--- src/rtl/hralm_pkg.sv ---
// Shared types and helpers for the pipelined hybrid Booth / approximate-log multiplier.
package hralm_pkg;

    localparam int unsigned LOD_MAX_W = 64;
    localparam int unsigned LOD_IW    = 6;

    typedef struct packed {
        logic neg;
        logic two;
        logic one;
    } booth_t;

    // Radix-4 recoding of the top three multiplicand bits
    function automatic booth_t booth_enc(input logic [2:0] g);
        booth_t b;
        b.one = g[0] ^ g[1];
        b.two = ~b.one & (g[2] ^ g[1]);
        b.neg = g[2];
        return b;
    endfunction

    function automatic int unsigned log_w(input int unsigned n);
        return $clog2(n) + 2;
    endfunction

    function automatic int unsigned antilog_w(input int unsigned n);
        return 2 * n - 2;
    endfunction

    function automatic int unsigned lod_index(input logic [LOD_MAX_W-1:0] v);
        int unsigned idx;
        idx = 0;
        for (int unsigned i = 0; i < LOD_MAX_W; i++) begin
            if (v[LOD_IW'(i)]) idx = i;
        end
        return idx;
    endfunction

    // Bit just below the leading one; zero when the leading one is bit 0
    function automatic logic lod_frac(input logic [LOD_MAX_W-1:0] v);
        logic f;
        f = 1'b0;
        for (int unsigned i = 1; i < LOD_MAX_W; i++) begin
            if (v[LOD_IW'(i)]) f = v[LOD_IW'(i - 1)];
        end
        return f;
    endfunction

endpackage

--- src/rtl/hralm_log_pp.sv ---
// Approximate low partial product: add the two log values, take the antilog, apply a one's-complement sign.
module hralm_log_pp
    import hralm_pkg::*;
#(
    parameter int unsigned N = 16
) (
    input  logic [$clog2(N)-1:0] kx_i,
    input  logic                 fx_i,
    input  logic [$clog2(N)-1:0] ky_i,
    input  logic                 fy_i,
    input  logic                 neg_i,
    input  logic                 zero_i,
    output logic [2*N-3:0]       pp0_c
);

    localparam int unsigned LW = log_w(N);
    localparam int unsigned SW = LW + 1;
    localparam int unsigned PW = antilog_w(N);
    localparam int unsigned AW = 2 * N;

    logic [LW-1:0] lx_c;
    logic [LW-1:0] ly_c;
    logic [SW-1:0] s_c;
    logic [AW-1:0] a_c;

    // Shift never exceeds 2N-3, so the 2N-bit antilog cannot overflow
    always_comb begin
        lx_c  = {kx_i, fx_i, 1'b1};
        ly_c  = {ky_i, fy_i, 1'b1};
        s_c   = SW'(lx_c) + SW'(ly_c);
        a_c   = AW'({1'b1, s_c[1:0]}) << s_c[SW-1:2];
        pp0_c = zero_i ? '0 : (PW'(a_c >> 2) ^ {PW{neg_i}});
    end

endmodule

--- src/rtl/hralm_pipe.sv ---
// Three-stage hybrid radix-4 / approximate-log signed multiplier with a global-stall valid/ready pipeline.
module hralm_pipe
    import hralm_pkg::*;
#(
    parameter int unsigned N     = 16,
    parameter int unsigned TAG_W = 4
) (
    input  logic             clk,
    input  logic             rst_n,
    input  logic             in_valid,
    output logic             in_ready,
    input  logic             in_mode,
    input  logic [N-1:0]     in_x,
    input  logic [N-1:0]     in_y,
    input  logic [TAG_W-1:0] in_tag,
    output logic             out_valid,
    input  logic             out_ready,
    output logic [2*N-1:0]   out_p,
    output logic [TAG_W-1:0] out_tag,
    output logic             out_mode
);

    localparam int unsigned K   = N - 2;
    localparam int unsigned KW  = $clog2(N);
    localparam int unsigned PW  = antilog_w(N);
    localparam int unsigned HW  = N + 2;
    localparam int unsigned P1W = N + 1;

    logic en_c;

    logic             s1_valid_q, s1_mode_q;
    logic [TAG_W-1:0] s1_tag_q;
    logic [K-1:0]     s1_x0_q;
    logic [N-1:0]     s1_y_q;
    booth_t           s1_booth_q, s1_booth_d;
    logic [KW-1:0]    s1_kx_q, s1_kx_d, s1_ky_q, s1_ky_d;
    logic             s1_fx_q, s1_fx_d, s1_fy_q, s1_fy_d;
    logic             s1_neg_q, s1_neg_d, s1_zero_q, s1_zero_d;

    logic             s2_valid_q, s2_mode_q;
    logic [TAG_W-1:0] s2_tag_q;
    logic [P1W-1:0]   s2_pp1_q, s2_pp1_d;
    logic             s2_sf_q, s2_sf_d;
    logic [PW-1:0]    s2_pp0_q, s2_pp0_d;

    logic             out_valid_q, out_mode_q;
    logic [TAG_W-1:0] out_tag_q;
    logic [2*N-1:0]   out_p_q, out_p_d;

    logic [K-1:0]         x0_c, ax_c;
    logic [N-1:0]         ay_c;
    logic [P1W-1:0]       ys_c;
    logic signed [PW-1:0] xe_c, ye_c;
    logic [PW-1:0]        pp0_log_c;
    logic [HW-1:0]        hi_c;

    assign en_c      = ~out_valid_q | out_ready;
    assign in_ready  = en_c;
    assign out_valid = out_valid_q;
    assign out_p     = out_p_q;
    assign out_tag   = out_tag_q;
    assign out_mode  = out_mode_q;

    // Stage 1: Booth encode of the high group and leading-one detection on one's-complement magnitudes
    always_comb begin
        x0_c       = in_x[K-1:0];
        ax_c       = x0_c ^ {K{x0_c[K-1]}};
        ay_c       = in_y ^ {N{in_y[N-1]}};
        s1_booth_d = booth_enc(in_x[N-1:N-3]);
        s1_kx_d    = KW'(lod_index(LOD_MAX_W'(ax_c)));
        s1_fx_d    = lod_frac(LOD_MAX_W'(ax_c));
        s1_ky_d    = KW'(lod_index(LOD_MAX_W'(ay_c)));
        s1_fy_d    = lod_frac(LOD_MAX_W'(ay_c));
        s1_neg_d   = x0_c[K-1] ^ in_y[N-1];
        s1_zero_d  = (ax_c == '0) || (ay_c == '0);
    end

    hralm_log_pp #(.N(N)) u_log_pp (
        .kx_i   (s1_kx_q),
        .fx_i   (s1_fx_q),
        .ky_i   (s1_ky_q),
        .fy_i   (s1_fy_q),
        .neg_i  (s1_neg_q),
        .zero_i (s1_zero_q),
        .pp0_c  (pp0_log_c)
    );

    // Stage 2: Booth row (one's complement, +1 carried in sign_factor) and the mode-selected low product
    always_comb begin
        ys_c     = {s1_y_q[N-1], s1_y_q};
        s2_pp1_d = ((ys_c ^ {P1W{s1_booth_q.neg}}) & {P1W{s1_booth_q.one}})
                 | (({ys_c[P1W-2:0], 1'b0} ^ {P1W{s1_booth_q.neg}}) & {P1W{s1_booth_q.two}});
        s2_sf_d  = s1_booth_q.neg & (s1_booth_q.one | s1_booth_q.two);
        xe_c     = {{(PW-K){s1_x0_q[K-1]}}, s1_x0_q};
        ye_c     = {{(PW-N){s1_y_q[N-1]}}, s1_y_q};
        s2_pp0_d = s1_mode_q ? pp0_log_c : PW'(xe_c * ye_c);
    end

    // Stage 3: high part aligned at bit K, low K bits pass straight through
    always_comb begin
        hi_c    = {{2{s2_pp0_q[PW-1]}}, s2_pp0_q[PW-1:K]}
                + {s2_pp1_q[P1W-1], s2_pp1_q}
                + HW'(s2_sf_q);
        out_p_d = {hi_c, s2_pp0_q[K-1:0]};
    end

    always_ff @(posedge clk or negedge rst_n) begin
        if (!rst_n) begin
            s1_valid_q  <= 1'b0;
            s1_mode_q   <= 1'b0;
            s1_tag_q    <= '0;
            s1_x0_q     <= '0;
            s1_y_q      <= '0;
            s1_booth_q  <= '0;
            s1_kx_q     <= '0;
            s1_fx_q     <= 1'b0;
            s1_ky_q     <= '0;
            s1_fy_q     <= 1'b0;
            s1_neg_q    <= 1'b0;
            s1_zero_q   <= 1'b0;
            s2_valid_q  <= 1'b0;
            s2_mode_q   <= 1'b0;
            s2_tag_q    <= '0;
            s2_pp1_q    <= '0;
            s2_sf_q     <= 1'b0;
            s2_pp0_q    <= '0;
            out_valid_q <= 1'b0;
            out_mode_q  <= 1'b0;
            out_tag_q   <= '0;
            out_p_q     <= '0;
        end else if (en_c) begin
            s1_valid_q  <= in_valid;
            s1_mode_q   <= in_mode;
            s1_tag_q    <= in_tag;
            s1_x0_q     <= x0_c;
            s1_y_q      <= in_y;
            s1_booth_q  <= s1_booth_d;
            s1_kx_q     <= s1_kx_d;
            s1_fx_q     <= s1_fx_d;
            s1_ky_q     <= s1_ky_d;
            s1_fy_q     <= s1_fy_d;
            s1_neg_q    <= s1_neg_d;
            s1_zero_q   <= s1_zero_d;
            s2_valid_q  <= s1_valid_q;
            s2_mode_q   <= s1_mode_q;
            s2_tag_q    <= s1_tag_q;
            s2_pp1_q    <= s2_pp1_d;
            s2_sf_q     <= s2_sf_d;
            s2_pp0_q    <= s2_pp0_d;
            out_valid_q <= s2_valid_q;
            out_mode_q  <= s2_mode_q;
            out_tag_q   <= s2_tag_q;
            out_p_q     <= out_p_d;
        end
    end

endmodule

--- config.mk ---
export PLATFORM = sky130hd
export DESIGN_NAME = hralm_pipe
export DESIGN_NICKNAME = d
export VERILOG_FILES = /design/src/rtl/hralm_pkg.sv /design/src/rtl/hralm_log_pp.sv /design/src/rtl/hralm_pipe.sv
export SDC_FILE = /design/constraint.sdc
export NUM_CORES = 1
export LEC_CHECK = 0
export ABC_AREA = 1
export BUFFER_PORTS_ARGS = -buffer_cell sky130_fd_sc_hd__buf_2
export CAP_MARGIN = 40
export CORE_MARGIN = 8
export CORE_UTILIZATION = 60
export CTS_CLUSTER_SIZE = 14
export DETAILED_ROUTE_END_ITERATION = 6
export PLACE_DENSITY = 0.78
export SYNTH_ARGS = -nofsm -noshare
export SYNTH_HDL_FRONTEND = slang
export SYNTH_SLANG_ARGS = --single-unit
export TNS_END_PERCENT = 10
--- constraint.sdc ---
create_clock -name clk -period 14.4 [get_ports clk]
set_input_delay 0.72 -clock clk [delete_from_list [all_inputs] [get_ports clk]]
set_output_delay 0.72 -clock clk [all_outputs]
set_load 0.05 [all_outputs]
== Yosys cells after proc, flatten, opt, wreduce, memory -nomap -nowiden ==
Cells that the tools add are included.

* Add/subtract/negate cells: 3
* Mux-type cells: 58
* Shift operators: 1
* Reduce and logical (&&, ||, !) cells: 3
* Multipliers: 1
* Bitwise logic cells: 17

{| class="wikitable"
|+ Operators by type and width
! operator !! count
|-
| 2-to-1 mux 4 bit || 25
|-
| 2-to-1 mux 30 bit || 2
|-
| AND 17 bit || 2
|-
| XOR 17 bit || 2
|-
| << shifter 3 x 5 -> 32 bit || 1
|-
| multiplier 14 x 16 -> 30 bit || 1
|-
| 2-to-1 mux 1 bit || 30
|-
| XOR 30 bit || 1
|-
| adder 16 x 17 -> 18 bit || 1
|-
| adder 18 x 1 -> 18 bit || 1
|-
| OR 17 bit || 1
|-
| logical NOT 16 bit || 1
|-
| XOR 16 bit || 1
|-
| logical NOT 14 bit || 1
|-
| XOR 14 bit || 1
|-
| adder 6 x 6 -> 7 bit || 1
|-
| XOR 1 bit || 3
|-
| AND 1 bit || 2
|-
| 2-to-1 mux 2 bit || 1
|-
| NOT 1 bit || 2
|-
| OR 1 bit || 2
|-
| logical OR 1 bit || 1
|}

* Output and inout port bits: 39
* Register bits after elaboration: 143

== Depth between registers and ports, before layout ==
* Depth in word-level cells: 16
* Mapped depth: 30

== Hierarchy ==
A second synthesis with hierarchy kept.

* Cells, all modules: 2358
* Area, all modules: 17594.4 um^2

{| class="wikitable"
|+ Modules (own cells, without submodules)
! module !! times used !! seq. area each (um^2) !! cells each !! area an instance (um^2)
|-
| hralm_pipe || 1 || 3578.4 || 2139 || 16475.8
|-
| hralm_log_pp || 1 || 0.0 || 219 || 1118.6
|}

== Worst setup path before layout ==
No wires, ideal clock.

* Path kind: flip-flop to flip-flop
* From: register s1_y_q[15]
* To: register s2_pp0_q[23]
* Arrival time: 5.476 ns
* Buffers on the path: 2
* Required time: 14.283 ns
* Slack: 8.808 ns
* Setup time: 0.117 ns
* Stages on the path, launching flop included: 25
* Path through: dfrtp_1 > clkbuf_1 > clkbuf_1 > nand2_1 > fa_1 > fa_1 > inv_1 > fa_1 > fa_1 > fa_1 > inv_1 > fa_1 > inv_1 > ha_1 > nand2_1 > nor2_1 > inv_1 > nor2_1 > nand4_1 > nand3_1 > nand2_1 > nand3_1 > nand2_1 > nand2_1 > nand2_1

* Cells in the longest elaborated chain, start to end: 2

{| class="wikitable"
|+ RTL lines
! item !! line !! source
|-
| start, declared || hralm_pipe.sv:34 || <nowiki>logic [N-1:0] s1_y_q;</nowiki>
|-
| start signal, assigned || hralm_pipe.sv:136 || <nowiki>s1_y_q <= in_y;</nowiki>
|-
| multiplier 14 x 16 -> 30 bit || hralm_pipe.sv:96 || <nowiki>s2_pp0_d = s1_mode_q ? pp0_log_c : PW'(xe_c * ye_c);</nowiki>
|-
| 2-to-1 mux 30 bit || hralm_pipe.sv:96 ||
|-
| end signal, assigned || hralm_pipe.sv:149 || <nowiki>s2_pp0_q <= s2_pp0_d;</nowiki>
|-
| end, declared || hralm_pipe.sv:44 || <nowiki>logic [PW-1:0] s2_pp0_q, s2_pp0_d;</nowiki>
|}

Every way passes these cells.
A chain may end at the register's enable or synchronous reset.

== Worst setup path in the final report ==
* From: register s1_x0_q[3]
* To: register s2_pp0_q[23]

* Cells in the longest elaborated chain, start to end: 2

{| class="wikitable"
|+ RTL lines
! item !! line !! source
|-
| start, declared || hralm_pipe.sv:33 || <nowiki>logic [K-1:0] s1_x0_q;</nowiki>
|-
| start signal, assigned || hralm_pipe.sv:112 || <nowiki>s1_x0_q <= '0;</nowiki>
|-
| start signal, assigned || hralm_pipe.sv:135 || <nowiki>s1_x0_q <= x0_c;</nowiki>
|-
| multiplier 14 x 16 -> 30 bit || hralm_pipe.sv:96 ||
|-
| 2-to-1 mux 30 bit || hralm_pipe.sv:96 ||
|}

Every way passes these cells.

==> impl_results.html <==
<table>
<tr><th>Metric</th><th>Value</th></tr>
<tr><th colspan="2">STA</th></tr>
<tr><td>Worst slew pin tran</td><td>0.966 ns</td></tr>
<tr><td>Max Clock Freq</td><td>159 MHz</td></tr>
<tr><td>Pins Over Slew Limit</td><td>0</td></tr>
<tr><td>Final hold violation count</td><td>0</td></tr>
<tr><td>Post-route worst setup slack</td><td>8.10 ns</td></tr>
<tr><td>Number of setup violations in the final report</td><td>0</td></tr>
<tr><td>Worst slew margin relative to its limit</td><td>0.356</td></tr>
<tr><td>Time the worst path needs with I/O delays and setup</td><td>6.30 ns</td></tr>
<tr><td>RSZ-0062 raised after global routing</td><td>false</td></tr>
<tr><td>Sum of negative setup slack</td><td>0 ns</td></tr>
<tr><td>Period utilisation layout</td><td>0.437</td></tr>
<tr><td>Clock tree skew after final layout</td><td>0.0135 ns</td></tr>
<tr><th colspan="2">Final layout</th></tr>
<tr><td>Most frequent standard cell in the layout excluding fill and tap cells</td><td>sky130_fd_sc_hd__nand2_1</td></tr>
<tr><td>Most frequent cells in the layout</td><td>773 x sky130_fd_sc_hd__nand2_1, 483 x sky130_fd_sc_hd__inv_1, 222 x sky130_fd_sc_hd__fa_1</td></tr>
<tr><td>Area overhead of the layout relative to synthesis</td><td>6.37%</td></tr>
<tr><td>Fraction of final layout cells sized beyond drive strength 1</td><td>0.0656</td></tr>
<tr><td>Diode count</td><td>0</td></tr>
<tr><td>Number of inserted filler cells in the final layout</td><td>2565</td></tr>
<tr><td>Total Nets Final</td><td>2736</td></tr>
<tr><th colspan="2">Setup path</th></tr>
<tr><td>Bufs and invs on worst path</td><td>4</td></tr>
<tr><td>Worst-path maximum fanout</td><td>17</td></tr>
<tr><td>Worst stage delay on the critical path</td><td>0.81 ns</td></tr>
<tr><td>Setup CP Type</td><td>flip-flop to flip-flop</td></tr>
<tr><td>Slowest-stage cell, CP</td><td>sky130_fd_sc_hd__dfrtp_1</td></tr>
<tr><td>Cells along the critical path</td><td>nand2_1, fa_1, fa_1, inv_1, fa_1, fa_1, fa_1, inv_1, fa_1, inv_1, ha_1, nand2_1, nor2_1, inv_1, nor2_1, nand4_1, nand3_1, nand2_1, nand3_1, nand2_1, nand2_1, nand2_1</td></tr>
<tr><td>Critical path launch point type</td><td>flip-flop</td></tr>
<tr><td>Crit path capture type</td><td>flip-flop</td></tr>
<tr><td>Endpoint required time on the critical path</td><td>14.73 ns</td></tr>
<tr><td>Arrival time of the worst setup path</td><td>6.63 ns</td></tr>
<tr><td>Category of cells accounting for the largest share of critical-path delay</td><td>adder cells</td></tr>
<tr><th colspan="2">Clock tree</th></tr>
<tr><td>CTS clk-pin slew, worst paths</td><td>0.07 ns</td></tr>
<tr><td>Max clock buf depth</td><td>2</td></tr>
<tr><td>Number of gates resized after cts</td><td>0</td></tr>
<tr><td>Clock tree from TritonCTS</td><td>yes</td></tr>
<tr><td>Post-CTS Setup Inserts</td><td>0</td></tr>
<tr><td>Insertion delay to the later sink of the worst-skew pair</td><td>0.44 ns</td></tr>
<tr><td>Root buffer cell</td><td>sky130_fd_sc_hd__clkbuf_16</td></tr>
<tr><td>Quantity of hold-fixing buffers added after cts</td><td>0</td></tr>
<tr><td>Inserted Clock Buffers</td><td>17</td></tr>
<tr><td>Clock net sink count</td><td>143</td></tr>
<tr><td>Maximum level of the CTS H-tree</td><td>4</td></tr>
<tr><th colspan="2">Global route</th></tr>
<tr><td>Vias in the first global route</td><td>15919</td></tr>
<tr><td>GRT Residual Overflow</td><td>0</td></tr>
<tr><td>Antenna violations before repair</td><td>3</td></tr>
<tr><td>GRT Resource Usage Total</td><td>0.290</td></tr>
<tr><td>Global-route wire length before repair</td><td>81300 um</td></tr>
<tr><td>Maximum number of pins on one net before global-route repair</td><td>88</td></tr>
<tr><th colspan="2">Floorplan</th></tr>
<tr><td>Placement row count</td><td>62</td></tr>
<tr><td>Ports</td><td>80</td></tr>
<tr><td>Initial cell density of the core</td><td>0.611</td></tr>
<tr><td>Area enclosed by the die boundary</td><td>0.0352 sq mm</td></tr>
<tr><td>Chip width</td><td>187 um</td></tr>
<tr><td>Core region area</td><td>0.0289 sq mm</td></tr>
<tr><td>Chip height</td><td>187 um</td></tr>
<tr><th colspan="2">Drt</th></tr>
<tr><td>Routed via count</td><td>15249</td></tr>
<tr><td>Number of iterations in the first detailed-routing pass</td><td>6</td></tr>
<tr><td>DRC marker count from the first detailed-route iteration</td><td>1328</td></tr>
<tr><td>Wirelength, routed</td><td>49000 um</td></tr>
<tr><td>Count of unresolved DRC violations after routing</td><td>0</td></tr>
<tr><td>Wire length per cell</td><td>17.6 um</td></tr>
<tr><td>Routed via count divided by cell count</td><td>5.49</td></tr>
<tr><td>Count of antenna-violating nets left after detailed routing</td><td>0</td></tr>
<tr><th colspan="2">Synth</th></tr>
<tr><td>Syn Nets</td><td>2745</td></tr>
<tr><td>FFs w/ async S/R, synth</td><td>1.00</td></tr>
<tr><td>Sequential cell area fraction in the yosys report</td><td>0.203</td></tr>
<tr><td>Most instantiated flip-flop cell in the synthesis netlist</td><td>sky130_fd_sc_hd__dfrtp_1</td></tr>
<tr><td>FF+latch count, synth</td><td>143</td></tr>
<tr><td>Number of flops mapped to enable cells by yosys</td><td>0</td></tr>
<tr><td>Post-Synthesis Cell Area</td><td>0.0176 sq mm</td></tr>
<tr><td>Post-synthesis area per instance</td><td>7.38 sq um</td></tr>
<tr><td>Count of distinct cell types in the synthesized netlist</td><td>52</td></tr>
<tr><td>Total number of yosys warnings</td><td>0</td></tr>
<tr><td>Syn Inst Count</td><td>2390</td></tr>
<tr><th colspan="2">Hold path</th></tr>
<tr><td>Type of the worst min-delay path</td><td>input pin to async pin</td></tr>
<tr><th colspan="2">Place</th></tr>
<tr><td>Global placer's final weighted congestion</td><td>0.959</td></tr>
<tr><td>HPWL after DPL</td><td>38200 um</td></tr>
<tr><td>Number of buffer cells added on primary ports</td><td>79</td></tr>
<tr><td>Worst slack at placement</td><td>8.08 ns</td></tr>
<tr><th colspan="2">Outcome</th></tr>
<tr><td>Outcome</td><td>completed</td></tr>
<tr><th colspan="2">Job</th></tr>
<tr><td>Maxcap violations</td><td>0</td></tr>
</table>
## synthesized netlist by cell type (29+ instances only)
cell type	n	area, sq um
sky130_fd_sc_hd__a21oi_1	66	330
sky130_fd_sc_hd__clkbuf_1	93	349
sky130_fd_sc_hd__dfrtp_1	143	3580
sky130_fd_sc_hd__fa_1	222	4440
sky130_fd_sc_hd__ha_1	92	1150
sky130_fd_sc_hd__inv_1	483	1810
sky130_fd_sc_hd__nand2_1	773	2900
sky130_fd_sc_hd__nand3_1	112	561
sky130_fd_sc_hd__nand4_1	30	188
sky130_fd_sc_hd__nor2_1	111	417
sky130_fd_sc_hd__o21ai_0	67	335
sky130_fd_sc_hd__xnor2_1	29	254
sky130_fd_sc_hd__xor2_1	35	307
## worst reg2reg max path, delay by kind of cell (launching register included)
| family | cells | cell delay, ns |
|---|---|---|
| buf+inv | 4 | 0.34 |
| simple gates | 11 | 1.35 |
| flops | 1 | 0.81 |
| fa+ha+maj | 7 | 3.69 |
## stage by stage
stage                     hold WS (ns)  std cells  area [sq um]  utilization
final                            0.346       2777         18800        0.650
after global routing             0.411       2777         18800        0.650
after CTS                        0.387       2777         18800        0.650
after detailed placement         0.444       2746         18100        0.628
after global placement           0.432       2744         18100        0.627
after floorplan                  0.420       2390         17600            -
## kinds of logic (layout without fill, tap and decap cells)
family,after synthesis,count (layout),share of synthesized area
xor gates and xnor gates,65,65,0.0327
adders and majority gates,314,314,0.317
and+or+nand+nor,1071,1071,0.253
DFF,143,143,0.203
AOI/OAI and AO/OA,196,196,0.0628
buffers and inverters,601,604,0.131
## flip-flops by register name (all words and copies together) (netlist names), 3 cells and up
signal	flops
out_tag	4
s1_x0_q	14
s2_pp0_q	30
out_p	32
s1_ky_q	4
s1_y_q	16
s1_tag_q	4
s1_kx_q	4
s1_booth_q	3
s2_pp1_q	17
s2_tag_q	4
## layer usage
layer,GRT usage,up-vias,wire length [um]
met4,0.123,6,2010
met1,0.363,7379,19400
met2,0.489,602,23600
li1,-,7126,-
met3,0.0527,136,3930
met5,0,-,43
## layout make-up
cell class	instances	area, sq um	area share
Clock buffer	18	429	0.0229
Clock inverter	13	210	0.0112
Multi-Input combinational cell	1646	11800	0.626
Sequential cell	143	3580	0.191
Inverter	487	1830	0.0977
Timing Repair Buffer	86	482	0.0257
Tap cell	384	480	0.0256
## worst paths after layout
| kind | from | to | slack, ns | cells past startpoint |
|---|---|---|---|---|
| min in group clk | s2_valid_q | out_valid | 0.46 | 2 |
| max in group asynchronous | rst_n | s2_pp1_q[12] | 12.73 | 2 |
| max | s1_x0_q[3] | s2_pp0_q[23] | 8.10 | 22 |
| min | rst_n | s1_y_q[1] | 0.35 | 1 |
| min reg2reg | s2_valid_q | out_valid | 0.46 | 2 |
| max reg2reg | s1_x0_q[3] | s2_pp0_q[23] | 8.10 | 22 |
Power is not shown: default switching activity piles up to over one toggle a cycle in this logic, so the estimate is an artifact.
